### config.mk
export PLATFORM = sky130hd
export DESIGN_NAME = i2s_tx_arbiter
export DESIGN_NICKNAME = d
export VERILOG_FILES = /design/src/rtl/i2s_tx_arbiter.sv
export SDC_FILE = /design/constraint.sdc
export NUM_CORES = 1
export LEC_CHECK = 0
export ABC_AREA = 1
export CAP_MARGIN = 20
export CORE_MARGIN = 3
export CORE_UTILIZATION = 50
export DETAILED_ROUTE_END_ITERATION = 7
export GPL_TIMING_DRIVEN = 0
export PLACE_DENSITY = 0.88
export SLEW_MARGIN = 30
export SYNTH_ARGS = -nofsm -noshare
export SYNTH_HDL_FRONTEND = slang
export SYNTH_SLANG_ARGS = --single-unit
### constraint.sdc
create_clock -name clk -period 5.1 [get_ports clk]
set_input_delay 1.02 -clock clk [delete_from_list [all_inputs] [get_ports clk]]
set_output_delay 1.02 -clock clk [all_outputs]
set_load 0.005 [all_outputs]
### src/rtl/i2s_tx_arbiter.sv
// i2s_tx_arbiter: round-robin scheduler feeding one stereo sample per I2S frame to a shared i2s_tx.
// Ports: clk/rst (sync, active-high); wclk from i2s_tx (falling edge = frame start);
// src_en/src_valid/src_left/src_right/src_ready per-source valid/ready inputs (source i at [i*WIDTH +: WIDTH]);
// out_left/out_right/grant_id/grant_valid sample presented to i2s_tx; underrun pulse and saturating underrun_count.
module i2s_tx_arbiter #(
  parameter int NUM_SRC = 4,
  parameter int WIDTH = 16,
  parameter int UNDERRUN_ZERO = 1
) (
  input  logic                               clk,
  input  logic                               rst,
  input  logic                               wclk,
  input  logic [NUM_SRC-1:0]                 src_en,
  input  logic [NUM_SRC-1:0]                 src_valid,
  input  logic [NUM_SRC*WIDTH-1:0]           src_left,
  input  logic [NUM_SRC*WIDTH-1:0]           src_right,
  output logic [NUM_SRC-1:0]                 src_ready,
  output logic [WIDTH-1:0]                   out_left,
  output logic [WIDTH-1:0]                   out_right,
  output logic [$clog2(NUM_SRC)-1:0]         grant_id,
  output logic                               grant_valid,
  output logic                               underrun,
  output logic [15:0]                        underrun_count
);
  localparam int IW = $clog2(NUM_SRC);
  localparam logic [0:0] FILL = 1'b0;
  localparam logic [0:0] HELD = 1'b1;
  logic [0:0] state;
  logic [IW-1:0] ptr, win, stg_id;
  logic found, wclk_q, frame_edge, grant;
  logic [NUM_SRC-1:0] cand;
  logic [WIDTH-1:0] stg_l, stg_r, win_l, win_r;
  assign frame_edge = wclk_q & ~wclk;
  assign cand = src_en & src_valid;
  // Scan from the highest offset down so the lowest offset from ptr wins.
  always_comb begin
    win = '0;
    found = 1'b0;
    for (int k = NUM_SRC - 1; k >= 0; k--)
      if (cand[(int'(ptr) + k) % NUM_SRC]) begin
        win = IW'((int'(ptr) + k) % NUM_SRC);
        found = 1'b1;
      end
  end
  assign win_l = src_left[win*WIDTH +: WIDTH];
  assign win_r = src_right[win*WIDTH +: WIDTH];
  assign grant = (state == FILL) & found & ~rst;
  assign src_ready = grant ? NUM_SRC'(1) << win : '0;
  always_ff @(posedge clk) begin
    if (rst) begin
      state <= FILL;
      ptr <= '0;
      stg_id <= '0;
      stg_l <= '0;
      stg_r <= '0;
      wclk_q <= 1'b0;
      out_left <= '0;
      out_right <= '0;
      grant_id <= '0;
      grant_valid <= 1'b0;
      underrun <= 1'b0;
      underrun_count <= '0;
    end else begin
      wclk_q <= wclk;
      underrun <= 1'b0;
      if (state == HELD) begin
        if (frame_edge) begin
          out_left <= stg_l;
          out_right <= stg_r;
          grant_id <= stg_id;
          grant_valid <= 1'b1;
          state <= FILL;
        end
      end else if (found) begin
        ptr <= IW'((int'(win) + 1) % NUM_SRC);
        // A sample accepted on the frame edge itself goes straight out; otherwise it waits in staging.
        if (frame_edge) begin
          out_left <= win_l;
          out_right <= win_r;
          grant_id <= win;
          grant_valid <= 1'b1;
        end else begin
          stg_l <= win_l;
          stg_r <= win_r;
          stg_id <= win;
          state <= HELD;
        end
      end else if (frame_edge) begin
        underrun <= 1'b1;
        if (~&underrun_count) underrun_count <= underrun_count + 16'd1;
        grant_valid <= 1'b0;
        if (UNDERRUN_ZERO != 0) begin
          out_left <= '0;
          out_right <= '0;
        end
      end
    end
  end
endmodule
==> flow_summary.ini <==
[run_status]
status = complete, no violations

[finish]
fin_util = 0.742
nNetsFinal = 1207
mostFrequentLayoutCells = clkdlybuf4s50_1, nand2_1, nand3_1
layout.area.seq_um2 = 1800
finish.instance_area_um2 = 8290
syn2layout_area_growth_pct = 41.2
diodes = 0
drive_gt1_frac = 0.113
finalNonFillerCells = 1208
multi_input_area_um2 = 3400
layout_commonest_cell = clkdlybuf4s50_1
fill_cells = 879

[sta]
worst_slack_ns = 0.554
skew_ns = 0.00503
finalCritPeriodShare = 0.891
max_clock_freq_ghz = 0.220
worst_slew_pin_slew_ns = 0.549
rsz0062_at_grt = no
period_minus_slack_ns = 4.55
setup_viol = 0
tns_ns = 0
finalHoldViolCount = 0
slew_viol_final = 0
slew_headroom = 0.634

[grt]
use_met2 = 0.473
antenna_found_initial = 0
grtUsageTotal = 0.293
grt_max_degree = 17
met3_usage = 0.0650
grt_pass1_wl_um = 30700
use_met1 = 0.380
grt_pass1_vias = 6271
overflow = 0
grt.busiest_layer = met2

[detailed_routing]
drc_errors = 0
via_count = 6705
ant_nets = 0
drt_iter0_markers = 556
vias_per_cell = 5.55
first_pass_iters = 6
post_drt_wl_per_cell_um = 16.0
wl_um = 19400

[min_path]
hold_start = stg_id[0]
hold_depth = 2
hold_class = register to register

[yosys]
avgSynthCellArea_um2 = 6.84
yosys.area.top_type = dfxtp_1
yosysUniqueCellTypes = 32
yosysWarningCount = 0
synth_ff_type = dfxtp_1
synth.area.top_cells = dfxtp_1, nand3_1, nand2_1, a21oi_1, nand3_2
synth_cells = 858
yosys_register_bits = 90
synth-edff-count = 0
syn_nets = 1002
synth_top_area_frac = 0.307
syn_area_um2 = 5870
ys_seq_area_frac = 0.307
ys_async_sr_fraction = 0

[place]
numPortBuffers = 194
dp_slack_ns = 0.605
dp_cells = 1192
place_area_um2 = 7990
dp.final_hpwl_um = 14600
gp_congestion = 0.885

[critical_path]
path_depth = 15
crit_slowest_cell = clkdlybuf4s50_1
cp_cell_sequence = clkdlybuf4s50_1 > nand2_1 > nand2_1 > nand2_1 > nor2_1 > nor2_1 > nand2_1 > nand2_1 > nand2_2 > inv_2 > buf_2 > ha_1 > inv_1 > nor2_1 > clkdlybuf4s50_1
cp_num_buf_inv = 5
endpoint_kind = primary output
worst_r2r_path_depth = 14
crit_type = primary input to primary output
cp.arrival_ns = 3.53
path_common_cell = nand2_1
cpPeakStageDelay_ns = 0.52
crit_family = buffers and inverters
r2r_start = ptr[0]
crit_fanout = 11
required_ns = 4.08
start_kind = primary input
crit_start = src_en[3]

[clocking]
clock-sinks = 90
cts-htree-levels = 3
numCtsBuffers = 9
cts_hold_buf = 0
postCtsSetupBuffers = 0
cts_tree = yes
clk_pin_slew_ns = 0.07
clk_latency_ns = 0.34
clk_path_buf_depth = 2
cts_root_buf = clkbuf_16
ctsResizeCount = 0

[die]
coreArea_um2 = 11200
dieArea_um2 = 13100
initial_core_util = 0.526
fp.dieW_um = 114
placementRows = 38
num_io_pins = 195
die_h_um = 114

[power_and_ir_drop]
leakagePower_uw = 0.00365
power_density_nw_per_um2 = 526
vdd_ir_drop_max_uv = 349

[job]
cap_violations = 0
## final cells by class
type | count | share of cell area
Buffer | 62 | 0.0518
Clock buffer | 9 | 0.0272
Clock inverter | 7 | 0.00921
Inverter | 64 | 0.0293
Multi-Input combinational cell | 642 | 0.410
Sequential cell | 90 | 0.217
Tap cell | 140 | 0.0211
Timing Repair Buffer | 194 | 0.234
## tightest hold or removal path, cell delays in order (launching register included)
cell	delay (ns)
dfxtp_1	0.33
nand2_1	0.06
a21oi_1	0.06
## per-layer routing
| layer | up-vias | share of wire |
|---|---|---|
| met5 | - | 0 |
| met4 | 0 | 0.031 |
| met3 | 50 | 0.083 |
| met2 | 338 | 0.47 |
| met1 | 3020 | 0.42 |
| li1 | 3297 | - |
## sequential cells by signal, summed over array words and instances (netlist names)
register	flops
underrun	1
wclk_q	1
ptr	2
grant_id	2
stg_id	2
grant_valid	1
out_left	16
out_right	16
stg_r	16
underrun_count	16
state	1
stg_l	16
## logic make-up (layout without fill, tap and decap cells)
logic type | count (synthesis) | count (layout) | share of synthesized area
simple gates | 464 | 464 | 0.396
buf+inv | 126 | 336 | 0.114
compound gates | 163 | 163 | 0.157
fa+ha+maj | 5 | 5 | 0.0107
flops | 90 | 90 | 0.307
xor+xnor | 10 | 10 | 0.0149
## path summary, 6_finish.rpt
| kind | end | slack [ns] |
|---|---|---|
| worst max-delay path | src_ready[1] | 0.55 |
| worst min-delay path | stg_id[0] | 0.50 |
| worst max register to register | ptr[1] | 2.80 |
| worst min register to register | stg_id[0] | 0.50 |
## cell usage after synthesis (4+ instances only)
library cell	count
nor2_1	21
nand3_1	181
buf_4	11
dfxtp_1	90
o21ai_0	41
nand2_1	193
clkbuf_1	19
inv_1	58
buf_6	13
xor2_1	8
nor3_1	6
nand2_2	7
nor4_1	4
a21oi_1	83
o21a_1	32
nand2_4	7
inv_2	4
buf_2	15
ha_1	5
nand3_2	41
## through the flow
step                hold slack, ns  total power (uW)
CTS                          0.488              4330
global route                 0.542              4690
detailed placement           0.478              3640
floorplan                    0.438              2910
global placement             0.457              3570
finish                       0.498              4360
## power breakdown
part	switching [uW]	internal, uW	leakage, uW
Combinational	1710	1050	0.00276
Clock	298	385	0.000148
Sequential	72.2	839	0.000739
(Power assumes the default switching activity.)
